## config.mk

```make
export PLATFORM = sky130hd
export DESIGN_NAME = gravity_tick_gen
export DESIGN_NICKNAME = d
export VERILOG_FILES = /design/src/rtl/gravity_pkg.sv /design/src/rtl/gravity_tick_gen_edge_sync.sv /design/src/rtl/gravity_tick_gen.sv
export SDC_FILE = /design/constraint.sdc
export NUM_CORES = 1
export LEC_CHECK = 0
export BUFFER_PORTS_ARGS = -buffer_cell sky130_fd_sc_hd__clkbuf_2
export CAP_MARGIN = 20
export CORE_MARGIN = 4
export CORE_UTILIZATION = 55
export CTS_CLUSTER_SIZE = 16
export DETAILED_ROUTE_END_ITERATION = 6
export PLACE_DENSITY = 0.8
export SYNTH_ARGS = -nofsm -noshare
export SYNTH_HDL_FRONTEND = slang
export SYNTH_SLANG_ARGS = --single-unit
```

## constraint.sdc

```tcl
create_clock -name clk -period 3.3 [get_ports clk]
set_clock_uncertainty 0.15 [all_clocks]
set_input_delay 0.33 -clock clk [delete_from_list [all_inputs] [get_ports clk]]
set_output_delay 0.33 -clock clk [all_outputs]
set_load 0.005 [all_outputs]
```

## src/rtl/gravity_pkg.sv

```systemverilog
// Shared encodings and defaults for the gravity tick generator.
package gravity_pkg;

  // FSM state encoding; the unused code 2'd3 is decoded as FALL.
  typedef enum logic [1:0] {
    PAUSED = 2'd0,
    FALL   = 2'd1,
    LANDED = 2'd2
  } state_t;

  localparam int unsigned LOCK_TICKS_DEF = 4;
  localparam int unsigned OVR_W_DEF      = 8;

endpackage

```

## src/rtl/gravity_tick_gen_edge_sync.sv

```systemverilog
// Two-flop synchroniser for an asynchronous tap plus a rising-edge detector.
module edge_sync (
  input  logic clk,
  input  logic rst,
  input  logic in,
  output logic rise
);

  logic sync1_q;
  logic sync2_q;
  logic prev_q;

  // Synchronise the tap and remember the previous synchronised value.
  always_ff @(posedge clk or posedge rst) begin
    if (rst) begin
      sync1_q <= 1'b0;
      sync2_q <= 1'b0;
      prev_q  <= 1'b0;
    end else begin
      sync1_q <= in;
      sync2_q <= sync1_q;
      prev_q  <= sync2_q;
    end
  end

  assign rise = sync2_q & ~prev_q;

endmodule

```

## src/rtl/gravity_tick_gen.sv

```systemverilog
// Turns divided-clock taps into gravity drop requests and lock-delay pulses.
module gravity_tick_gen
  import gravity_pkg::*;
#(
  parameter int unsigned LOCK_TICKS = LOCK_TICKS_DEF,
  parameter int unsigned OVR_W      = OVR_W_DEF
) (
  input  logic             clk,
  input  logic             rst,
  input  logic             tick_slow_src,
  input  logic             tick_fast_src,
  input  logic             soft_drop,
  input  logic             pause,
  input  logic             landed,
  input  logic             drop_ack,
  output logic             drop_req,
  output logic             lock_pulse,
  output logic [1:0]       state_o,
  output logic [OVR_W-1:0] overrun_cnt
);

  localparam int unsigned     CNT_W    = $clog2(LOCK_TICKS + 1);
  localparam logic [CNT_W-1:0] CNT_LAST = CNT_W'(LOCK_TICKS - 1);

  state_t           state_q;
  state_t           state_d;
  logic [CNT_W-1:0] cnt_q;
  logic [CNT_W-1:0] cnt_d;
  logic             lock_fire;
  logic             rise_slow;
  logic             rise_fast;
  logic             in_fall;
  logic             in_landed;
  logic             grav_tick;
  logic             lock_tick;
  logic             req_q;
  logic [OVR_W-1:0] ovr_q;

  edge_sync u_sync_slow (
    .clk  (clk),
    .rst  (rst),
    .in   (tick_slow_src),
    .rise (rise_slow)
  );

  edge_sync u_sync_fast (
    .clk  (clk),
    .rst  (rst),
    .in   (tick_fast_src),
    .rise (rise_fast)
  );

  // The spare encoding behaves as FALL so a corrupted state still drops pieces.
  assign in_landed = (state_q == LANDED);
  assign in_fall   = (state_q != PAUSED) && !in_landed;
  assign grav_tick = in_fall && (soft_drop ? rise_fast : rise_slow);
  assign lock_tick = in_landed && rise_fast;

  // State register.
  always_ff @(posedge clk or posedge rst) begin
    if (rst) state_q <= FALL;
    else     state_q <= state_d;
  end

  // Next-state decode; pause overrides everything.
  always_comb begin
    state_d = state_q;
    if (pause) begin
      state_d = PAUSED;
    end else begin
      case (state_q)
        PAUSED: state_d = FALL;
        LANDED: begin
          if (!landed)                             state_d = FALL;
          else if (lock_tick && cnt_q == CNT_LAST) state_d = FALL;
          else                                     state_d = LANDED;
        end
        default: state_d = landed ? LANDED : FALL;
      endcase
    end
  end

  // Lock-delay counter update and lock pulse decode.
  // While paused from LANDED the count is held; it is cleared on leaving PAUSED.
  always_comb begin
    cnt_d     = cnt_q;
    lock_fire = 1'b0;
    case (state_q)
      LANDED: begin
        if (state_d == LANDED) begin
          if (lock_tick) cnt_d = cnt_q + CNT_W'(1);
        end else if (state_d == FALL) begin
          cnt_d     = '0;
          lock_fire = landed && lock_tick;
        end
      end
      default: begin
        if (state_d != state_q) cnt_d = '0;
      end
    endcase
  end

  // Lock counter and registered lock pulse.
  always_ff @(posedge clk or posedge rst) begin
    if (rst) begin
      cnt_q      <= '0;
      lock_pulse <= 1'b0;
    end else begin
      cnt_q      <= cnt_d;
      lock_pulse <= lock_fire;
    end
  end

  // Drop request handshake and saturating overrun counter.
  always_ff @(posedge clk or posedge rst) begin
    if (rst) begin
      req_q <= 1'b0;
      ovr_q <= '0;
    end else begin
      if (grav_tick)     req_q <= 1'b1;
      else if (drop_ack) req_q <= 1'b0;
      if (grav_tick && req_q && !drop_ack && !(&ovr_q))
        ovr_q <= ovr_q + OVR_W'(1);
    end
  end

  assign drop_req    = req_q;
  assign overrun_cnt = ovr_q;
  assign state_o     = state_q;

endmodule

```

==> results of run 1 <==
## power by group through the flow
stage	clock network, mW	registers [mW]	logic, mW
2_1_floorplan	0	0.291	0.0260
3_3_place_gp	0	0.293	0.0458
3_5_place_dp	0	0.293	0.0467
4_1_cts	0.129	0.288	0.0500
5_1_grt	0.141	0.291	0.0563
6_report	0.128	0.289	0.0492
## synth_stat cells, types with 2 or more instances
| library cell | count | area (µm²) |
|---|---|---|
| nor2b_1 | 2 | 12.5 |
| nand3_1 | 3 | 15.0 |
| and4_1 | 2 | 17.5 |
| a21oi_1 | 2 | 10.0 |
| nor3_1 | 2 | 10.0 |
| inv_1 | 6 | 22.5 |
| dfrtp_1 | 20 | 500 |
| ha_1 | 3 | 37.5 |
| nor2_1 | 4 | 15.0 |
| o21ai_0 | 2 | 10.0 |
| nand2_1 | 4 | 15.0 |
| mux2_2 | 4 | 45.0 |
| nor4_4 | 2 | 42.5 |
| xor2_1 | 6 | 52.6 |
## metal layers
layer / track usage [%] / share of wire [%] / vias up
li1: - / - / 319
met1: 19.8 / 45 / 310
met2: 25.4 / 49 / 20
met3: 3.55 / 6.1 / 0
met4: 4.61 / 0 / 0
met5: 0 / 0 / -
## worst max-delay path: stages (launching register included)
cell      delay, ps
dfrtp_1         420
ha_1            200
ha_1            180
nand3b_1        130
or4b_1          500
nor2_1          120
mux2_2          150
## kinds of logic after synthesis
family	count (synthesis)	synth area share (%)
XOR/XNOR	6	5.37
AO/OA/AOI/OAI	7	6.39
flip-flops	21	53.8
multiplexers	5	6.14
AND/OR/NAND/NOR	28	21.0
buffers and inverters	7	3.45
adder cells (fa/ha/maj)	3	3.84
## registers in the layout, indices dropped and copies added (netlist names)
signal and flops:
u_sync_slow.sync1_q 1, u_sync_fast.sync1_q 1, u_sync_fast.prev_q 1, lock_pulse 1, cnt_q 3, overrun_cnt 8
state_o 2, u_sync_slow.prev_q 1, u_sync_slow.sync2_q 1, u_sync_fast.sync2_q 1, drop_req 1
## timing repair
item | 4_1_cts | 5_1_grt
hold buffers | 3 | 0
buffers inserted | 0 | 0
endpoints found under the hold margin | 14 | 0
## metrics by stage
step / util, % / area [µm²] / instances / power (mW)
after detailed placement: 68.5 / 1090 / 119 / 0.340
after floorplan: - / 978 / 77 / 0.317
after CTS: 72.3 / 1150 / 126 / 0.467
after global placement: 68.5 / 1090 / 119 / 0.338
after global routing: 72.3 / 1150 / 126 / 0.488
final: 72.3 / 1150 / 126 / 0.466
## path summary, 6_finish.rpt
| path | endpoint | startpoint | slack (ps) |
|---|---|---|---|
| max in group asynchronous | overrun_cnt[4]$_DFFE_PP0P_ | rst | 1990 |
| hold reg to reg | u_sync_slow.sync2_q$_DFF_PP0_ | u_sync_slow.sync1_q$_DFF_PP0_ | 220 |
| setup / recovery | cnt_q[1]$_DFFE_PP0P_ | cnt_q[0]$_DFFE_PP0P_ | 1390 |
| min in group asynchronous | cnt_q[2]$_DFFE_PP0P_ | rst | 520 |
| setup reg to reg | cnt_q[1]$_DFFE_PP0P_ | cnt_q[0]$_DFFE_PP0P_ | 1390 |
| hold / removal | drop_req$_DFFE_PP0P_ | drop_ack | 60 |
## area by class of cell
cell class	count	area, µm²
multi-input combinational	49	418
tap	24	30.0
sequential	21	527
inverter	6	22.5
timing repair buffer	22	125
fill	113	442
clock inverter	1	7.51
clock buffer	3	22.5
==> summary.md, run 1 <==
| Metric | Value |
|---|---|
| Status | `finished, final reports clean` |
| Die X | `50.2 µm` |
| First-pass GRT wire length | `2.92 mm` |
| Num CTS Buffers | `3` |
| Initial antenna violation count | `0` |
| Pre-CTS worst setup slack | `between 1000 and 1500 ps` |
| # setup viols final | `0` |
| Post_cts resized | `0` |
| Layout cells sized above 1 | `between 30% and 40%` |
| #FFs+latches synth | `21` |
| Clock transition at path regs | `approximately 130 ps` |
| Remaining antenna violation count | `0` |
| Commonest non-fill, non-tap cells in the layout | `dfrtp_1 (20), clkbuf_2 (19), inv_1 (6), xor2_1 (6)` |
| Mapped Cells | `77` |
| Worst setup margin | `1390 ps` |
| Comb power frac | `between 10% and 20%` |
| Max-cap viol count | `0` |
| Core area | `about 1600 µm²` |
| Vias per inst | `5.15` |
| Worst setup path class | `flop to flop` |
| Synthesized net count | `88` |
| CP Launch Type | `flop` |
| Vias in the first global route | `645` |
| Commonest non-fill, non-tap cell in the layout | `dfrtp_1` |
| Mapped Avg Cell Area | `roughly 13 µm²` |
| Sw Share | `a little over a quarter` |
| Fin. Hold Viols | `0` |
| Clk_lat worst skew | `310 ps` |
| Hold crit path type | `input pin to flop` |
| Net Switching | `roughly 0.12 mW` |
| Tot GR Track Use | `between 10% and 20%` |
| Ys async rst share | `100%` |
| I/O pin cnt | `20` |
| Period utilization | `between 50% and 60%` |
| Top FF cell, synth | `dfrtp_1` |
| R2R cell count | `6` |
| Hold depth | `2` |
| Total gr overflow | `0` |
| Power Density | `just over 400 nW/µm²` |
| Worst vdd ir | `between 0.3 and 0.4 mV` |
| Area grow syn2layout | `17.8%` |
| RSZ-0062 raised after global routing | `false` |
| Die Area | `2520 µm²` |
| Post-Synthesis Cell Area | `a little under 1000 µm²` |
| Leakage | `approximately 0.56 nW` |
| GPL Wtd Cong | `approximately 0.76` |
| Clock sinks | `21` |
| Remaining DRCs | `0` |
| Drt wl/cell | `between 10 and 15 µm` |
| Max Slew Vio Count | `0` |
| IO buf count | `19` |
| Synth warn | `0` |
| Number of flops mapped to enable cells by yosys | `0` |
| H-Tree Level Count | `1` |
| Post-synth cell types | `29` |
| Internal | `~0.34 mW` |
| Die extent in y | `50.2 µm` |
| Vias | `roughly 650` |
| Worst slew margin | `between 40% and 50%` |
| Min Tclk post-route | `about 1900 ps` |
| Worst-Margin Slew | `approximately 770 ps` |
| Initial Util | `around three fifths` |
| Layout Nets | `between 100 and 150` |
| Row count | `14` |
| Worst setup EP type | `flop` |
| Flop pwr share | `between 60% and 70%` |
| Buffers from clock root to sink, at most | `2` |
| Max Freq | `~520 MHz` |
| Clock share of power | `27.4%` |
| Root Driver | `clkbuf_4` |
| Required @ worst endpoint | `between 3000 and 4000 ps` |
| Total Wirelength | `~1.7 mm` |
| Worst-path fanout max | `3` |
| Antenna cells | `0` |
| Drt first-iter violations | `14` |
| Initial DRT Pass Iterations | `4` |
| WHS | `roughly 62 ps` |
| CP arrival | `between 2000 and 2500 ps` |
| CTS tree | `built` |
| Sequential share of the synthesized area | `between 50% and 60%` |
| Largest net degree at the start of global routing | `22` |
| Final HPWL DP | `1.26 mm` |
| Setup Total Neg Slack | `0 ps` |
No activity file was read; power rests on OpenSTA's default activity.
==> run 2, diff against run 1 <==
ABC_AREA = 1   (was not set)
CORE_UTILIZATION = 53   (was 55)
PLACE_DENSITY = 0.77   (was 0.8)
clock period = 1.8 ns   (was 3.3 ns; I/O delays follow)
==> run 2 against run 1 <==
Effect of this change: synthesized cell count is 53% higher; highest routed layer is now met4; non-clock buffer count is 4 higher; cell area is 11% higher; combinational power grew to 3.3 times the previous value; sequential power is 88% higher; clock-buffer cell count is 1 higher; critical endpoint is now cnt_q[2]$_DFFE_PP0P_; die area is 8.2% higher; clock power is 70% higher; sequential share of layout area is 4.4 points lower; worst setup slack worse by 1300 ps; cell count is 37% higher; register-to-register slack worse by 1300 ps.
==> summary.md, run 2 <==
| Metric | Value |
|---|---|
| Mapped Avg Cell Area | `8.77 µm² (was 12.7 µm²)` |
| Die extent in y | `52.2 µm (was 50.2 µm)` |
| Remaining antenna violation count | `0 (unchanged)` |
| Buffers from clock root to sink, at most | `2 (unchanged)` |
| Power Density | `722 nW/µm² (was 404 nW/µm²)` |
| CTS tree | `built (unchanged)` |
| Die Area | `2720 µm² (was 2520 µm²)` |
| Initial antenna violation count | `0 (unchanged)` |
| Sequential share of the synthesized area | `50.9% (was 53.8%)` |
| Worst-Margin Slew | `414 ps (was 767 ps)` |
| Top-count cell post-synth | `nand2_1 (was dfrtp_1)` |
| CP Launch Type | `flop (unchanged)` |
| Post-Synthesis Cell Area | `1030 µm² (was 978 µm²)` |
| Layout cells sized above 1 | `26.4% (was 35.3%)` |
| Initial Util | `58.0% (was 61.4%)` |
| Synth top area cells | `dfrtp_1 (48%), nand2_1 (14%), nand3_1 (6.8%), inv_1 (5.1%), ha_1 (3.6%) (was dfrtp_1 (51%), xor2_1 (5.4%), mux2_2 (4.6%), nor4_4 (4.3%), ha_1 (3.8%))` |
| # setup viols final | `0 (unchanged)` |
| Largest net degree at the start of global routing | `22 (unchanged)` |
| WHS | `109 ps (was 61.9 ps)` |
| Area grow syn2layout | `23.1% (was 17.8%)` |
| Ys async rst share | `100% (unchanged)` |
| Clk_lat worst skew | `290 ps (was 310 ps)` |
| Post-synth cell types | `21 (was 29)` |
| Top FF cell, synth | `dfrtp_1 (unchanged)` |
| Drt wl/cell | `11.6 µm (was 13.4 µm)` |
| Required @ worst endpoint | `1850 ps (was 3400 ps)` |
| Commonest non-fill, non-tap cell in the layout | `nand2_1 (was dfrtp_1)` |
| Vias in the first global route | `889 (was 645)` |
| Drt first-iter violations | `16 (was 14)` |
| Status | `finished, final reports clean (unchanged)` |
| Tot GR Track Use | `18.2% (was 15.3%)` |
| Number of flops mapped to enable cells by yosys | `0 (unchanged)` |
| Num CTS Buffers | `3 (unchanged)` |
| Synth warn | `0 (unchanged)` |
| Min Tclk post-route | `1670 ps (was 1910 ps)` |
| Initial DRT Pass Iterations | `4 (unchanged)` |
| First-pass GRT wire length | `3.73 mm (was 2.92 mm)` |
| Layout Nets | `160 (was 114)` |
| Worst setup path class | `flop to flop (unchanged)` |
| Total gr overflow | `0 (unchanged)` |
| Leakage | `0.693 nW (was 0.561 nW)` |
| Top-area cell type share of the netlist area | `48.4% (was 51.2%)` |
| I/O pin cnt | `20 (unchanged)` |
| Vias | `855 (was 649)` |
| Post-synth top area cell | `dfrtp_1 (unchanged)` |
| H-Tree Level Count | `1 (unchanged)` |
| R2R setup slack | `130 ps (was 1390 ps)` |
| Max Slew Vio Count | `0 (unchanged)` |
| Mapped Cells | `118 (was 77)` |
| CP arrival | `1720 ps (was 2010 ps)` |
| #FFs+latches synth | `21 (unchanged)` |
| List of most frequent post-synthesis cells | `nand2_1 (39), dfrtp_1 (20), inv_1 (14), nand3_1 (14), nor2_1 (5) (was dfrtp_1 (20), inv_1 (6), xor2_1 (6))` |
| Worst setup EP type | `flop (unchanged)` |
| Clock sinks | `21 (unchanged)` |
| Antenna cells | `0 (unchanged)` |
| Final HPWL DP | `1.47 mm (was 1.26 mm)` |
| Max-cap viol count | `0 (unchanged)` |
| Hold crit path type | `input pin to flop (unchanged)` |
| Fin util | `71.4% (was 72.3%)` |
| Core area | `1780 µm² (was 1590 µm²)` |
| Worst path cell trace | `ha_1 -> ha_1 -> nand3_1 -> nand2_1 -> nand2_2 -> nand2_1 -> nand2_1 -> nand2_2 -> nand3_1 -> nand2_1 (was ha_1 -> ha_1 -> nand3b_1 -> or4b_1 -> nor2_1 -> mux2_2)` |
| Number of setup buffers added after CTS | `0 (unchanged)` |
| IO buf count | `19 (unchanged)` |
| Root Driver | `clkbuf_4 (unchanged)` |
| Most common cell on crit path | `nand2_1 (was ha_1)` |
| Worst vdd ir | `0.599 mV (was 0.348 mV)` |
| Worst-path fanout max | `4 (was 3)` |
| Period utilization | `92.9% (was 57.8%)` |
| Synthesized net count | `129 (was 88)` |
| PnR Total Power | `0.920 mW (was 0.466 mW)` |
| Commonest non-fill, non-tap cells in the layout | `nand2_1 (36), dfrtp_1 (20), clkbuf_2 (19) (was dfrtp_1 (20), clkbuf_2 (19), inv_1 (6), xor2_1 (6))` |
| Worst slew margin | `72.3% (was 48.8%)` |
| Vias per inst | `4.94 (was 5.15)` |
| Row count | `15 (was 14)` |
| Slowest cell delay on critical path | `420 ps (was 500 ps)` |
| Die X | `52.2 µm (was 50.2 µm)` |
| Clock transition at path regs | `110 ps (was 130 ps)` |
| Total Wirelength | `2.01 mm (was 1.68 mm)` |
| Crit-path slowest cell | `dfrtp_1 (was or4b_1)` |
| Max FFs per register | `8 (unchanged)` |
| Max Freq | `598 MHz (was 524 MHz)` |
| Fin. Hold Viols | `0 (unchanged)` |
| Remaining DRCs | `0 (unchanged)` |
| GPL Wtd Cong | `0.853 (was 0.758)` |
-- run 2: changes by cell type in the layout (fill, tap and decap cells not counted), moves of 3 or more --
cell	change
xor2_1	-3
nand2_1	+32
mux2_2	-4
inv_1	+8
nand2_2	+5
xnor2_1	+3
dlygate4sd3_1	+3
nand3_1	+10
-- run 2: metal layers --
metal	up-vias	global-route usage (%)	part of all wire, %	routed length (µm)
li1	433	-	-	-
met1	404	22.7	45	902
met2	16	32.6	52	1040
met3	2	3.99	3.0	60
met4	0	3.40	0.55	11
met5	-	0	0	0
-- run 2: final timing paths --
kind	from	end	depth (start not counted)
hold reg to reg	u_sync_fast.sync1_q$_DFF_PP0_	u_sync_fast.sync2_q$_DFF_PP0_	0
hold / removal	soft_drop	drop_req$_DFFE_PP0P_	4
min in group asynchronous	rst	drop_req$_DFFE_PP0P_	4
setup / recovery	cnt_q[0]$_DFFE_PP0P_	cnt_q[2]$_DFFE_PP0P_	10
setup reg to reg	cnt_q[0]$_DFFE_PP0P_	cnt_q[2]$_DFFE_PP0P_	10
max in group asynchronous	rst	state_o[0]$_DFF_PP1_	4
-- run 2: layout make-up --
cell class / instances / area (µm²)
Clock buffer: 4 / 26.3
Fill cell: 135 / 509
Inverter: 15 / 56.3
Multi-Input combinational cell: 82 / 470
Sequential cell: 21 / 527
Tap cell: 25 / 31.3
Timing Repair Buffer: 26 / 163
-- run 2: logic make-up (layout without fill, tap and decap cells) --
family / Yosys count / after routing / synth area share (%)
adders and majority gates: 3 / 3 / 3.63
AOI/OAI and AO/OA: 5 / 5 / 3.02
and+or+nand+nor: 68 / 68 / 31.9
DFF: 21 / 21 / 50.9
buffers and inverters: 15 / 45 / 5.44
xor gates and xnor gates: 6 / 6 / 5.08
-- run 2: worst max-delay path, delay by kind of cell, from the launching register on --
family	cells	cell delay, ps
adders and majority gates	2	380
DFF	1	420
and+or+nand+nor	8	620
-- run 2: timing repair --
| item | 4_1_cts | 5_1_grt |
|---|---|---|
| endpoints found under the setup margin | 0 | 4 |
| gates resized for setup | 0 | 5 |
| hold buffers | 7 | 0 |
| endpoints found under the hold margin | 26 | 0 |
-- run 2: report_power, final --
part           total [mW]  switching, mW  internal [mW]
Sequential          0.542         0.0351          0.507
Clock               0.218          0.132         0.0862
Combinational       0.160         0.0937         0.0664
Total               0.920          0.261          0.659
-- run 2: stage by stage --
| step | TNS, ps | cell area, µm² | instances | setup WS, ps |
|---|---|---|---|---|
| floorplan | 0 | 1030 | 118 | 284 |
| global placement | 0 | 1170 | 163 | 212 |
| detailed placement | 0 | 1170 | 163 | 158 |
| CTS | 0 | 1260 | 174 | 34.8 |
| global route | -21.5 | 1270 | 173 | -16.5 |
| finish | 0 | 1270 | 173 | 127 |
==> run 3, diff against run 2 <==
CORE_UTILIZATION = 55   (was 53)
CTS_CLUSTER_DIAMETER = 80   (was not set)
PLACE_DENSITY = 0.79   (was 0.77)
REMOVE_ABC_BUFFERS = 1   (was not set)
clock period = 2 ns   (was 1.8 ns; I/O delays follow)
==> run 3 against run 2 <==
Effect of this change: clock-buffer cell count did not move; wire length decreased by 3.5%; flip-flop and latch count unchanged; sequential share of layout area is 0.87 points higher; total power is 11% lower; worst setup slack better by 65 ps; sequential power fell by 10%; global-route usage grew 0.12 points; non-clock buffer count decreased by 1; largest cell class unchanged; largest power group unchanged.
==> summary.md, run 3 (synthesis gave the netlist of run 2 again) <==
| Metric | Value |
|---|---|
| Status | `finished, final reports clean (unchanged)` |
| Max-cap viol count | `0 (unchanged)` |
| Core area | `1750 µm² (was 1780 µm²)` |
| Buffers from clock root to sink, at most | `2 (unchanged)` |
| Layout fillers | `143 (was 135)` |
| Commonest non-fill, non-tap cells in the layout | `nand2_1 (39), dfrtp_1 (20), clkbuf_2 (19) (was nand2_1 (36), dfrtp_1 (20), clkbuf_2 (19))` |
| Layout Nets | `159 (was 160)` |
| # setup viols final | `0 (unchanged)` |
| Leakage | `0.690 nW (was 0.693 nW)` |
| Clock sinks | `21 (unchanged)` |
| Row count | `15 (unchanged)` |
| Drt first-iter violations | `16 (unchanged)` |
| CP Launch Type | `flop (unchanged)` |
| Tot GR Track Use | `18.4% (was 18.2%)` |
| Worst-path fanout max | `3 (was 4)` |
| Max Slew Vio Count | `0 (unchanged)` |
| Hold crit path type | `input pin to flop (unchanged)` |
| Min Tclk post-route | `1810 ps (was 1670 ps)` |
| Die Area | `2640 µm² (was 2720 µm²)` |
| CTS tree | `built (unchanged)` |
| Worst-Margin Slew | `775 ps (was 414 ps)` |
| Worst vdd ir | `0.571 mV (was 0.599 mV)` |
| Period utilization | `90.4% (was 92.9%)` |
| Die X | `51.4 µm (was 52.2 µm)` |
| Worst setup path class | `flop to flop (unchanged)` |
| Fin. Hold Viols | `0 (unchanged)` |
| IO buf count | `19 (unchanged)` |
| GPL Wtd Cong | `0.811 (was 0.853)` |
| Clock transition at path regs | `110 ps (about the same)` |
| First-pass GRT wire length | `3.69 mm (was 3.73 mm)` |
| Placed insts | `162 (was 163)` |
| Setup Total Neg Slack | `0 ps (unchanged)` |
| Max FFs per register | `8 (unchanged)` |
| Worst slew margin | `48.3% (was 72.3%)` |
| RSZ-0062 raised after global routing | `false` |
| Finished Layout Cells | `172 (was 173)` |
| Max Freq | `553 MHz (was 598 MHz)` |
| H-Tree Level Count | `1 (unchanged)` |
| CP arrival | `1890 ps (was 1720 ps)` |
| Drt wl/cell | `11.3 µm (was 11.6 µm)` |
| Final Instance Area | `1250 µm² (was 1270 µm²)` |
| Layout cells sized above 1 | `22.4% (was 26.4%)` |
| Remaining antenna violation count | `0 (unchanged)` |
| Vias in the first global route | `873 (was 889)` |
| Total Wirelength | `1.94 mm (was 2.01 mm)` |
| Root Driver | `clkbuf_4 (unchanged)` |
| Post-DP Area | `1160 µm² (was 1170 µm²)` |
| Remaining DRCs | `0 (unchanged)` |
| Total gr overflow | `0 (unchanged)` |
| Die extent in y | `51.4 µm (was 52.2 µm)` |
| Power Density | `657 nW/µm² (was 722 nW/µm²)` |
| Initial antenna violation count | `0 (unchanged)` |
| Required @ worst endpoint | `2080 ps (was 1850 ps)` |
| Commonest non-fill, non-tap cell in the layout | `nand2_1 (unchanged)` |
| Sequential Area | `527 µm² (unchanged)` |
| Worst setup EP type | `flop (unchanged)` |
| Clk_lat worst skew | `300 ps (was 290 ps)` |
| Vias per inst | `4.97 (was 4.94)` |
| Area grow syn2layout | `20.6% (was 23.1%)` |
| Initial Util | `59.3% (was 58.0%)` |
| Multi-input logic area | `452 µm² (was 470 µm²)` |
| Final HPWL DP | `1.48 mm (was 1.47 mm)` |
| Post_cts resized | `0 (unchanged)` |
| Fin util | `71.5% (was 71.4%)` |
| Vias | `855 (unchanged)` |
| Largest net degree at the start of global routing | `22 (unchanged)` |
| Num CTS Buffers | `3 (unchanged)` |
| Antenna cells | `0 (unchanged)` |
| Initial DRT Pass Iterations | `4 (unchanged)` |
| I/O pin cnt | `20 (unchanged)` |
run 3: timing repair:
| action | CTS | global route |
|---|---|---|
| endpoints found under the hold margin | 24 | 0 |
| buffers inserted | 0 | 0 |
| hold buffers | 6 | 0 |
run 3: final timing paths:
kind                       cells after the start  slack, ps                          start                             to
hold reg to reg                                0        220  u_sync_slow.sync1_q$_DFF_PP0_  u_sync_slow.sync2_q$_DFF_PP0_
min in group asynchronous                      3        410                            rst     overrun_cnt[7]$_DFFE_PP0P_
setup reg to reg                               5        190           cnt_q[0]$_DFFE_PP0P_           lock_pulse$_DFF_PP0_
max in group asynchronous                      3        800                            rst   u_sync_slow.prev_q$_DFF_PP0_
hold / removal                                 4         40                         landed           state_o[0]$_DFF_PP1_
setup / recovery                               5        190           cnt_q[0]$_DFFE_PP0P_           lock_pulse$_DFF_PP0_
run 3: where the power goes:
part / internal, mW / leakage (nW) / switching [mW] / total (mW)
clock network: 0.0776 / 0.0150 / 0.119 / 0.196
registers: 0.456 / 0.272 / 0.0310 / 0.487
logic: 0.0567 / 0.403 / 0.0791 / 0.136
total: 0.590 / 0.690 / 0.229 / 0.819
run 3: per-layer routing:
| layer | GRT usage (%) | up-vias | wire (µm) |
|---|---|---|---|
| met2 | 33.1 | 19 | 1070 |
| li1 | - | 429 | - |
| met4 | 7.42 | 0 | 23 |
| met3 | 3.79 | 2 | 92 |
| met5 | 0 | - | 0 |
| met1 | 20.9 | 405 | 759 |
run 3: final cells by class:
type	instances	share of cell area (%)
tap	25	2.51
sequential	21	42.2
multi-input combinational	82	36.2
clock buffer	4	2.11
timing repair buffer	25	12.4
inverter	15	4.51
run 3: critical path, cell delays in order, from the launching register on:
cell and delay (ps):
dfrtp_1 390, ha_1 160, ha_1 140, nand3_1 90
nor4_1 210, dlygate4sd3_1 590
run 3: metrics by stage:
| step | setup WS [ps] | hold WS, ps | power (mW) |
|---|---|---|---|
| CTS | 191 | 43.2 | 0.825 |
| global route | 42.2 | 76.1 | 0.869 |
| global placement | 411 | 158 | 0.615 |
| finish | 192 | 43.3 | 0.819 |
| floorplan | 484 | 25.8 | 0.568 |
| detailed placement | 289 | 160 | 0.626 |
